[src/rtl/i2c_config_seq.sv]
// Register-table sequencer: streams {reg addr, data} entries from a zero-latency
// table to an I2C byte master, one transaction per entry, with watchdog and retry.
module i2c_config_seq #(
   parameter int         NUM_REGS       = 306,
   parameter int         REG_ADDR_BYTES = 2,
   parameter int         ROM_AW         = 10,
   parameter logic [6:0] DEV_ADDR       = 7'h3C,
   parameter int         GAP_CYCLES     = 16,
   parameter int         TIMEOUT_CYCLES = 65535,
   parameter int         MAX_RETRY      = 3
) (
   input  logic              r_sysclk,
   input  logic              r_arst,
   input  logic              i_start,
   output logic              o_busy,
   output logic              o_done,
   output logic              o_error,
   output logic [8:0]        o_reg_cnt,
   output logic [ROM_AW-1:0] o_rom_addr,
   input  logic [7:0]        i_rom_data,
   output logic              o_m_en,
   output logic              o_m_wr,
   output logic              o_last,
   output logic [6:0]        o_addr,
   output logic [7:0]        o_data,
   input  logic              i_ack
);

   typedef enum logic [2:0] {IDLE, XFER, GAP, DONE, ERROR} state_t;

   localparam int               ENTRY_B    = REG_ADDR_BYTES + 1;
   localparam int               WD_W       = (TIMEOUT_CYCLES <= 2) ? 1 : $clog2(TIMEOUT_CYCLES);
   localparam int               GAP_W      = (GAP_CYCLES <= 2) ? 1 : $clog2(GAP_CYCLES);
   localparam logic [1:0]       BYTE_LAST  = 2'(ENTRY_B - 1);
   localparam logic [WD_W-1:0]  WD_LAST    = WD_W'(TIMEOUT_CYCLES - 1);
   localparam logic [GAP_W-1:0] GAP_LAST   = GAP_W'((GAP_CYCLES == 0) ? 0 : GAP_CYCLES - 1);
   localparam logic [3:0]       RETRY_LAST = 4'(MAX_RETRY - 1);
   localparam logic [8:0]       NUM_REGS_C = 9'(NUM_REGS);

   state_t            state_q, state_d;
   logic [ROM_AW-1:0] rom_addr_q, rom_addr_d;
   logic [1:0]        byte_cnt_q, byte_cnt_d;
   logic [8:0]        reg_cnt_q, reg_cnt_d;
   logic [3:0]        retry_cnt_q, retry_cnt_d;
   logic [WD_W-1:0]   wdog_q, wdog_d;
   logic [GAP_W-1:0]  gap_q, gap_d;
   logic              last_q, last_d;

   logic              entry_end;
   logic              timeout;
   logic              gap_end;
   logic [ROM_AW-1:0] rewind_addr;

   // An ack arriving in the watchdog's final cycle wins over the timeout.
   assign entry_end   = i_ack && (byte_cnt_q == BYTE_LAST);
   assign timeout     = !i_ack && (wdog_q == WD_LAST);
   assign gap_end     = (gap_q == GAP_LAST);
   assign rewind_addr = ROM_AW'(reg_cnt_q * ENTRY_B);

   // NOTE: sequential state uses non-blocking assignments so every flop samples
   // pre-edge values regardless of block evaluation order.
   always_ff @(posedge r_sysclk or posedge r_arst) begin
      if (r_arst) state_q <= IDLE;
      else        state_q <= state_d;
   end

   always_comb begin
      state_d = state_q;
      case (state_q)
         IDLE, DONE, ERROR: if (i_start) state_d = XFER;
         XFER: begin
            if (entry_end)    state_d = GAP;
            else if (timeout) state_d = (retry_cnt_q == RETRY_LAST) ? ERROR : GAP;
         end
         GAP: if (gap_end) state_d = (reg_cnt_q < NUM_REGS_C) ? XFER : DONE;
         default: state_d = IDLE;
      endcase
   end

   always_comb begin
      o_busy  = 1'b0;
      o_m_en  = 1'b0;
      o_done  = 1'b0;
      o_error = 1'b0;
      case (state_q)
         XFER: begin
            o_busy = 1'b1;
            o_m_en = 1'b1;
         end
         GAP:     o_busy  = 1'b1;
         DONE:    o_done  = 1'b1;
         ERROR:   o_error = 1'b1;
         default: ;
      endcase
   end

   // NOTE: every always_comb output gets a default first, so no path can
   // leave it unassigned and infer a latch.
   always_comb begin
      rom_addr_d  = rom_addr_q;
      byte_cnt_d  = byte_cnt_q;
      reg_cnt_d   = reg_cnt_q;
      retry_cnt_d = retry_cnt_q;
      wdog_d      = '0;
      gap_d       = '0;
      last_d      = 1'b0;
      case (state_q)
         IDLE, DONE, ERROR: begin
            if (i_start) begin
               rom_addr_d  = '0;
               byte_cnt_d  = '0;
               reg_cnt_d   = '0;
               retry_cnt_d = '0;
            end
         end
         XFER: begin
            if (i_ack) begin
               rom_addr_d = rom_addr_q + 1'b1;
               if (entry_end) begin
                  byte_cnt_d  = '0;
                  reg_cnt_d   = reg_cnt_q + 1'b1;
                  retry_cnt_d = '0;
                  last_d      = 1'b1;
               end else begin
                  byte_cnt_d = byte_cnt_q + 1'b1;
               end
            end else if (timeout) begin
               rom_addr_d  = rewind_addr;
               byte_cnt_d  = '0;
               retry_cnt_d = retry_cnt_q + 1'b1;
               last_d      = 1'b1;
            end else begin
               wdog_d = wdog_q + 1'b1;
            end
         end
         GAP: if (!gap_end) gap_d = gap_q + 1'b1;
         default: ;
      endcase
   end

   always_ff @(posedge r_sysclk or posedge r_arst) begin
      if (r_arst) begin
         rom_addr_q  <= '0;
         byte_cnt_q  <= '0;
         reg_cnt_q   <= '0;
         retry_cnt_q <= '0;
         wdog_q      <= '0;
         gap_q       <= '0;
         last_q      <= 1'b0;
      end else begin
         rom_addr_q  <= rom_addr_d;
         byte_cnt_q  <= byte_cnt_d;
         reg_cnt_q   <= reg_cnt_d;
         retry_cnt_q <= retry_cnt_d;
         wdog_q      <= wdog_d;
         gap_q       <= gap_d;
         last_q      <= last_d;
      end
   end

   assign o_last     = last_q;
   assign o_rom_addr = rom_addr_q;
   assign o_reg_cnt  = reg_cnt_q;
   assign o_m_wr     = 1'b0;
   assign o_addr     = DEV_ADDR;
   assign o_data     = i_rom_data;

endmodule
[config.mk]
export PLATFORM = sky130hd
export DESIGN_NAME = i2c_config_seq
export DESIGN_NICKNAME = d
export VERILOG_FILES = /design/src/rtl/i2c_config_seq.sv
export SDC_FILE = /design/constraint.sdc
export NUM_CORES = 1
export LEC_CHECK = 0
export ABC_CLOCK_PERIOD_IN_PS = 6000
export BUFFER_PORTS_ARGS = -buffer_cell sky130_fd_sc_hd__buf_4
export CAP_MARGIN = 20
export CORE_AREA = 2 2 106 108
export CTS_CLUSTER_DIAMETER = 80
export CTS_CLUSTER_SIZE = 30
export DETAILED_ROUTE_END_ITERATION = 10
export DIE_AREA = 0 0 108 110
export PLACE_DENSITY_LB_ADDON = 0.08
export SYNTH_ARGS = -nofsm -noshare
export SYNTH_HDL_FRONTEND = slang
export SYNTH_SLANG_ARGS = --single-unit
[constraint.sdc]
create_clock -name r_sysclk -period 6 [get_ports r_sysclk]
set_clock_uncertainty 0.05 [all_clocks]
set_input_delay 0 -clock r_sysclk [delete_from_list [all_inputs] [get_ports r_sysclk]]
set_output_delay 0 -clock r_sysclk [all_outputs]
set_load 0.1 [all_outputs]
Word-level counts from Yosys, hierarchy flattened
Index checks and enable logic that the tools add are counted.
{"block": "totals", "ff_bits": 49, "latch_bits": 0, "ram_bits": 0, "rom_bits": 0, "input_bits": 12, "output_inout_bits": 40, "n_memories": 0}
{"block": "classes", "n_addsub": 6, "mul": 1, "n_div": 0, "n_lt_le_gt_ge": 1, "eq_ne": 15, "shift": 0, "n_mux": 38, "bitwise_logic": 0, "reduce_logical": 11}
{"op": "2-to-1 mux 16 bit", "count": 3}
{"op": "2-to-1 mux 10 bit", "count": 3}
{"op": "2-to-1 mux 9 bit", "count": 3}
{"op": "2-to-1 mux 4 bit", "count": 6}
{"op": "one-hot mux 10 bit (2 select lines)", "count": 1}
{"op": "one-hot mux 9 bit (2 select lines)", "count": 1}
{"op": "adder 16 x 1 -> 16 bit, second input constant", "count": 1}
{"op": "== test 16 bit, second input constant", "count": 1}
{"op": "2-to-1 mux 3 bit", "count": 5}
{"op": "adder 10 x 1 -> 10 bit, second input constant", "count": 1}
{"op": "multiplier 9 x 2 -> 10 bit, second input constant", "count": 1}
{"op": "2-to-1 mux 2 bit", "count": 5}
{"op": "adder 9 x 1 -> 9 bit, second input constant", "count": 1}
{"op": "less-than comparator 9 bit, second input constant", "count": 1}
{"op": "!= test 3 bit, second input constant", "count": 3}
{"op": "one-hot mux 3 bit (3 select lines)", "count": 1}
{"op": "adder 4 x 1 -> 4 bit, second input constant", "count": 2}
{"op": "2-to-1 mux 1 bit", "count": 8}
{"op": "!= test 2 bit, second input constant", "count": 4}
{"op": "one-hot mux 4 bit (2 select lines)", "count": 1}
{"op": "AND reduction 4 bit", "count": 2}
{"op": "== test 3 x 2 -> 1 bit, second input constant", "count": 2}
{"op": "AND reduction 3 bit", "count": 2}
{"op": "== test 4 x 2 -> 1 bit, second input constant", "count": 1}
{"op": "other kinds (12)", "count": 13}

Longest topological paths before layout
Gate-level depths: netlist of the first run.
{"block": "depth", "depth_word": 5, "ltp_mapped": 8, "depth_no_buf": 7}

Least setup slack after synthesis of the first run
OpenSTA, ideal clock, no wires.
{"block": "synth_timing", "kind": "register -> register", "start": "register state_q[2]", "end": "register rom_addr_q[3], in the netlist o_rom_addr[3]", "setup_ns": 0.124, "arrival_time_ns": 2.874, "path_slack_ns": 2.952, "stages_incl_launch_ff": 6, "n_path_buf": 0, "cell_sequence": "dfrtp_1 nand2b_1 nor2_1 o21ai_1 and2_1 a211o_1"}
{"block": "synth_between", "elab_chain_len": 4}
{"element": "start: declaration", "line": "40", "text": "state_t state_q, state_d;"}
{"element": "start signal: assignment", "line": "64", "text": "else state_q <= state_d;"}
{"element": "== test 3 bit, or another cell as far along", "line": "107", "text": "case (state_q)"}
{"element": "OR reduction 3 bit", "line": "107"}
{"element": "!= test 2 bit (no source line) / nonzero test 2 bit (equally long branches)"}
{"element": "AND reduction 3 bit (no source line)"}
{"element": "end signal: assignment", "line": "151", "text": "rom_addr_q <= rom_addr_d;"}
{"element": "end: declaration", "line": "41", "text": "logic [ROM_AW-1:0] rom_addr_q, rom_addr_d;"}
Parallel ways exist; a longest one is shown, timed or not.
A chain may end at the register's enable or synchronous reset.

Worst setup path in the final report of the first run
{"block": "layout_timing", "start": "register reg_cnt_q[1], in the netlist o_reg_cnt[1]", "end": "register rom_addr_q[7], in the netlist o_rom_addr[7]"}
{"block": "layout_between", "elab_chain_len": 4}
{"element": "start: declaration", "line": "43", "text": "logic [8:0] reg_cnt_q, reg_cnt_d;"}
{"element": "start signal: assignment", "line": "153", "text": "reg_cnt_q <= reg_cnt_d;"}
{"element": "multiplier 9 x 2 -> 10 bit", "line": "58", "text": "assign rewind_addr = ROM_AW'(reg_cnt_q * ENTRY_B);"}
{"element": "2-to-1 mux 10 bit", "line": "127", "text": "end else if (timeout) begin"}
{"element": "2-to-1 mux 10 bit", "line": "117", "text": "if (i_ack) begin"}
{"element": "one-hot mux 10 bit (2 select lines)", "line": "107"}
No other way between the ends. The select of a mux whose other input is x is not followed.

==> impl_metrics.env, run 1 <==
export IMPL_cp_max_fo=6
export IMPL_slew_headroom=0.349
export IMPL_wl_met1_mm=4.17
export IMPL_drive_above_1_share=0.117
export IMPL_initial_core_util=0.295
export IMPL_ys_ff_latch=49
export IMPL_synth_area_leaders="dfrtp_1, ha_1, nor2_1"
export IMPL_cap_viol_max_count=0
export IMPL_first_pass_iters=4
export IMPL_worst_pin_slew_ns=0.973
export IMPL_finalWirelength_mm=8.07
export IMPL_antenna_found_initial=0
export IMPL_arrival_ns=2.52
export IMPL_critPathMaxStageDelay_ns=0.46
export IMPL_power_density_nw_per_um2=340
export IMPL_core_um2=10700
export IMPL_fmax_mhz=425
export IMPL_postRouteAntennaNets=0
export IMPL_criticalPathCategory="register to register"
export IMPL_viasPerCell=4.92
export IMPL_wl_met2_mm=3.45
export IMPL_cp_start_kind="register"
export IMPL_dp_hpwl_mm=5.82
export IMPL_io_buffers=27
export IMPL_rsz0062_at_grt="false"
export IMPL_synth_common_cells="dfrtp_1, nor2_1, nand2_1"
export IMPL_synth_edff_count=0
export IMPL_period_minus_slack_ns=2.36
export IMPL_syn_to_final_growth_pct=14.8
export IMPL_die_width_um=108
export IMPL_top_layer="met4"
export IMPL_seq_area_frac_synth=0.389
export IMPL_syn_avg_cell_area_um2=9.17
export IMPL_critPathSlowestCell="dfrtp_1"
export IMPL_clockRootBuffer="clkbuf_8"
export IMPL_vdd_ir_drop_max_v=0.000318
export IMPL_nFillCells=1133
export IMPL_yosysMostFrequentCell="dfrtp_1"
export IMPL_numClockSinks=49
export IMPL_yosysTopAreaCell="dfrtp_1"
export IMPL_path_clk_slew_ns=0.10
export IMPL_nets=407
export IMPL_place_congestion=0.784
export IMPL_setup_viol_count_final=0
export IMPL_diodes=0
export IMPL_tritoncts="done"
export IMPL_hold_slack_ns=0.0904
export IMPL_syn_area_um2=3150
export IMPL_power_leakage_nw=1.61
export IMPL_syn_inst=344
export IMPL_hold_viol=0
export IMPL_dr_wl_met3_um=310
export IMPL_ys_warn_count=0
export IMPL_grt_ovfl_total=0
export IMPL_slew_viol_final=0
export IMPL_status="complete, no violations"
export IMPL_ios=52
export IMPL_clk_latency_ns=0.32
export IMPL_worstPathRequired_ns=6.16
export IMPL_drtIter0Drc=145
export IMPL_min_period_over_period=0.393
export IMPL_yosysTopAreaCellShare=0.389
export IMPL_grt_pass1_vias=2528
export IMPL_grt_start_max_net_pins=50
export IMPL_cts_buffer_depth=2
export IMPL_rows=38
export IMPL_die_h_um=110
export IMPL_cp_cell_sequence="ha_1 -> fa_1 -> a211o_1 -> a31oi_1 -> or4_1 -> o211ai_1 -> mux2_2"
export IMPL_cp_num_buf_inv=0
export IMPL_setup_tns_ns=0
export IMPL_grt_usage=0.148
export IMPL_grt_pass1_wl_mm=13.5
export IMPL_cp_top_family="adder cells"
export IMPL_min_path_type="primary input to register"
export IMPL_drc=0
export IMPL_vias=2544
export IMPL_cts_inserted_buffers=5
export IMPL_synth_async_reset_ratio=1.00
export IMPL_synth_main_ff_cell="dfrtp_1"
export IMPL_crit_path_end_kind="register"
export IMPL_wl_per_cell_um=15.6
export IMPL_synth_distinct_cells=59
export IMPL_h_tree_depth=2
export IMPL_die_area_um2=11900
-- metrics by stage --
step / util / power, mW / setup WS (ns) / cell area (um^2) / instances
3_5_place_dp: 0.320 / 0.997 / 3.68 / 3420 / 499
2_1_floorplan: - / 0.890 / 2.95 / 3180 / 350
6_report: 0.338 / 1.23 / 3.64 / 3620 / 517
4_1_cts: 0.338 / 1.26 / 3.66 / 3620 / 517
5_1_grt: 0.338 / 1.31 / 3.45 / 3620 / 517
3_3_place_gp: 0.320 / 0.999 / 3.69 / 3420 / 499
-- per-layer routing --
layer / global-route usage / vias up
met2: 0.218 / 56
met5: 0 / -
met4: 0.0504 / 0
li1: - / 1272
met3: 0.0341 / 9
met1: 0.214 / 1207
-- cell usage in the layout, fill, tap and decap left out, types with 4 or more instances in the layout --
| cell type | n |
|---|---|
| nand2b_1 | 6 |
| nand2_1 | 24 |
| nor2_1 | 39 |
| a31oi_1 | 5 |
| nand4_1 | 8 |
| xnor2_1 | 16 |
| inv_1 | 12 |
| and4_1 | 5 |
| dlygate4sd3_1 | 10 |
| nand3_1 | 21 |
| and3_1 | 4 |
| o21ai_0 | 15 |
| nor2b_1 | 4 |
| nor3_1 | 6 |
| buf_4 | 30 |
| o31ai_1 | 5 |
| xor2_1 | 11 |
| dfrtp_1 | 49 |
| a21oi_1 | 9 |
| conb_1 | 8 |
| ha_1 | 18 |
| clkbuf_8 | 6 |
| and2_1 | 6 |
| or3_1 | 7 |
-- cell type report --
cell class                      instances  area (um^2)  area share
Multi-Input combinational cell        265         1730       0.479
Sequential cell                        49         1230       0.339
Timing Repair Buffer                   40          325      0.0898
Clock buffer                            6         82.6      0.0228
Clock inverter                          2         17.5     0.00484
Tap cell                              140          175      0.0484
Inverter                               15         61.3      0.0169
-- power by group --
group	internal [mW]	leakage [nW]	switching, mW	total [mW]
registers	0.367	0.675	0.0562	0.423
logic	0.135	0.879	0.454	0.589
clock network	0.0960	0.0518	0.125	0.221
-- final timing paths --
| kind | start | endpoint | slack, ns | cells past startpoint |
|---|---|---|---|---|
| max reg2reg | o_reg_cnt[1] | o_rom_addr[7] | 3.64 | 7 |
| max in group asynchronous | r_arst | retry_cnt_q[2] | 5.08 | 4 |
| max | o_reg_cnt[1] | o_rom_addr[7] | 3.64 | 7 |
| min reg2reg | gap_q[0] | gap_q[0] | 0.42 | 1 |
| min in group asynchronous | r_arst | o_rom_addr[0] | 0.37 | 4 |
| min | i_ack | o_rom_addr[5] | 0.09 | 3 |
-- cells by family (layout without fill, tap and decap cells) --
| logic type | count (synthesis) | in the layout | synth area share |
|---|---|---|---|
| other | 2 | 8 | 0.00238 |
| and+or+nand+nor | 143 | 143 | 0.236 |
| muxes | 4 | 4 | 0.0131 |
| adders and majority gates | 19 | 19 | 0.0777 |
| DFF | 49 | 49 | 0.389 |
| buffers and inverters | 36 | 63 | 0.0690 |
| xor gates and xnor gates | 27 | 27 | 0.0750 |
| AOI/OAI and AO/OA | 64 | 64 | 0.138 |
-- worst min-delay path, delay by kind of cell --
| kind | cells | cell delay (ns) |
|---|---|---|
| buffers and inverters | 1 | 0.19 |
| AO/OA/AOI/OAI | 2 | 0.23 |
-- flip-flops by register name, indices dropped and copies added (netlist names) --
signal and cells:
byte_cnt_q 2, gap_q 4, o_last 1, o_reg_cnt 9
o_rom_addr 10, retry_cnt_q 4, state_q 3, wdog_q 16
-- what timing repair did --
action                    in CTS  in global routing
resized for setup              0                  0
hold buffers                  10                  0
setup buffers                  0                  0
hold endpoints to repair      58                  0
Power figures use the tool's default switching activity.
==> run 2: changes to the inputs <==
--- a/config.mk
+++ b/config.mk
@@ -5,7 +5,7 @@
 export SDC_FILE = /design/constraint.sdc
 export NUM_CORES = 1
 export LEC_CHECK = 0
-export ABC_CLOCK_PERIOD_IN_PS = 6000
+export ABC_CLOCK_PERIOD_IN_PS = 2100
 export BUFFER_PORTS_ARGS = -buffer_cell sky130_fd_sc_hd__buf_4
 export CAP_MARGIN = 20
 export CORE_AREA = 2 2 106 108
==> constraint.sdc (replaced) <==
create_clock -name r_sysclk -period 2.1 [get_ports r_sysclk]
set_clock_uncertainty 0.05 [all_clocks]
set_input_delay 0 -clock r_sysclk [delete_from_list [all_inputs] [get_ports r_sysclk]]
set_output_delay 0 -clock r_sysclk [all_outputs]
set_load 0.1 [all_outputs]
==> impl_metrics.env, run 2 (synthesis gave the netlist of run 1 again) <==
export IMPL_power_leakage_nw=1.72
export IMPL_clockRootBuffer="clkbuf_8"
export IMPL_grtUsageMet1=0.187
export IMPL_regMostFlops="wdog_q"
export IMPL_antenna_found_initial=0
export IMPL_cp_max_fo=4
export IMPL_finalWirelength_mm=7.92
export IMPL_arrival_ns=2.29
export IMPL_first_pass_iters=4
export IMPL_place_ws_ns=-0.0637
export IMPL_cts_buffer_depth=2
export IMPL_min_path_type="primary input to register"
export IMPL_criticalPathCategory="register to register"
export IMPL_die_area_um2=11900
export IMPL_drtIter0Drc=117
export IMPL_worst_pin_slew_ns=0.977
export IMPL_cp_start_kind="register"
export IMPL_place_congestion=0.749
export IMPL_io_buffers=27
export IMPL_met2_usage=0.236
export IMPL_hold_viol=0
export IMPL_h_tree_depth=2
export IMPL_clk_latency_ns=0.30
export IMPL_vias=2581
export IMPL_failed_checks="setup timing"
export IMPL_diodes=0
export IMPL_min_period_over_period=1.02
export IMPL_min_delay_start="i_start"
export IMPL_critPathMaxStageDelay_ns=0.52
export IMPL_rsz0062_at_grt="true"
export IMPL_met3_usage=0.0265
export IMPL_rows=38
export IMPL_cp_cell_sequence="ha_4 -> fa_2 -> a211o_1 -> a31oi_2 -> or4_1 -> o211ai_1 -> mux2_2"
export IMPL_grt_pass1_wl_mm=13.0
export IMPL_cts_inserted_buffers=5
export IMPL_r2r_start="o_reg_cnt[1]"
export IMPL_worstReg2RegEnd="o_rom_addr[7]"
export IMPL_syn_to_final_growth_pct=24.0
export IMPL_vdd_ir_drop_max_v=0.000438
export IMPL_largest_reg_flops=16
export IMPL_r2r_slack_ns=-0.05
export IMPL_wl_per_cell_um=14.6
export IMPL_path_clk_slew_ns=0.09
export IMPL_min_to="state_q[1]"
export IMPL_power_density_nw_per_um2=964
export IMPL_nets=431
export IMPL_viasPerCell=4.77
export IMPL_final_cells=541
export IMPL_tritoncts="done"
export IMPL_setup_slack_ns=-0.0475
export IMPL_ff2ff_path_depth=7
export IMPL_core_um2=10700
export IMPL_numClockSinks=49
export IMPL_grt_usage=0.140
export IMPL_die_h_um=110
export IMPL_placed_area_um2=3670
export IMPL_mostFrequentLayoutCells="buf_4, nor2_1, dfrtp_1, nand2_1, nand3_1"
export IMPL_dp_cells=522
export IMPL_setup_viol_count_final=1
export IMPL_drc=0
export IMPL_critPathSlowestCell="dfrtp_4"
export IMPL_design_area_um2=3910
export IMPL_postRouteAntennaNets=0
export IMPL_initial_core_util=0.295
export IMPL_fmax_mhz=466
export IMPL_final_common_cell="buf_4"
export IMPL_cap_viol_max_count=0
export IMPL_status="finished, violations left"
export IMPL_grt_start_max_net_pins=50
export IMPL_period_minus_slack_ns=2.15
export IMPL_grt_ovfl_total=0
export IMPL_slew_headroom=0.347
export IMPL_min_path_cells=4
export IMPL_busiest_layer="met2"
export IMPL_worstPathRequired_ns=2.24
export IMPL_dp_hpwl_mm=5.80
export IMPL_power_mw=3.77
export IMPL_ios=52
export IMPL_drive_above_1_share=0.222
export IMPL_setup_tns_ns=-0.0475
export IMPL_die_width_um=108
export IMPL_crit_path_end_kind="register"
export IMPL_slew_viol_final=0
export IMPL_grt_pass1_vias=2537
[run 2: what timing repair did]
action	in CTS	in global routing
gates resized for setup	0	8
hold buffers	9	0
endpoints found under the hold margin	57	0
buffers inserted	1	1
pin swaps	1	7
setup endpoints to repair	1	7
[run 2: through the flow]
stage | hold WS, ns | util
global placement | -0.0493 | 0.343
detailed placement | -0.0493 | 0.343
global route | 0.0363 | 0.366
finish | 0.0297 | 0.366
CTS | 0.00838 | 0.362
floorplan | 0.128 | -
[run 2: layout make-up]
class                   count  area, um^2
clock inverters             2        35.0
inverters                  15        61.3
fillers                  1101        6790
clock buffers               6        72.6
well taps                 140         175
multi-input cells         265        1790
flip-flops and latches     49        1250
repair buffers             64         528
[run 2: worst max-delay path: cells and delay by family (launching register included)]
family                     cells  cell delay (ns)
and+or+nand+nor                1             0.13
adders and majority gates      2             0.51
muxes                          1             0.26
DFF                            1             0.52
AOI/OAI and AO/OA              3             0.56
[run 2: routing by layer]
| layer | wire length, um | share of wire | up-vias |
|---|---|---|---|
| li1 | - | - | 1309 |
| met1 | 3780 | 0.48 | 1226 |
| met2 | 3800 | 0.48 | 40 |
| met3 | 282 | 0.036 | 6 |
| met4 | 63 | 0.0080 | 0 |
| met5 | 0 | 0 | - |
[run 2: power breakdown]
group | switching (mW) | internal [mW] | leakage, nW
clock | 0.331 | 0.354 | 0.0552
combinational | 1.36 | 0.530 | 1.01
sequential | 0.133 | 1.06 | 0.652
total | 1.83 | 1.94 | 1.72
[run 2: worst max-delay path by stage]
stage            startpoint            end  depth (start not counted)
4_1_cts        o_reg_cnt[1]  o_rom_addr[7]                          7
3_5_place_dp   o_reg_cnt[1]  o_rom_addr[7]                          7
3_3_place_gp   o_reg_cnt[1]  o_rom_addr[7]                          7
6_report       o_reg_cnt[1]  o_rom_addr[7]                          7
2_1_floorplan  o_reg_cnt[1]  o_rom_addr[7]                          7
5_1_grt        o_reg_cnt[1]  o_rom_addr[7]                          7
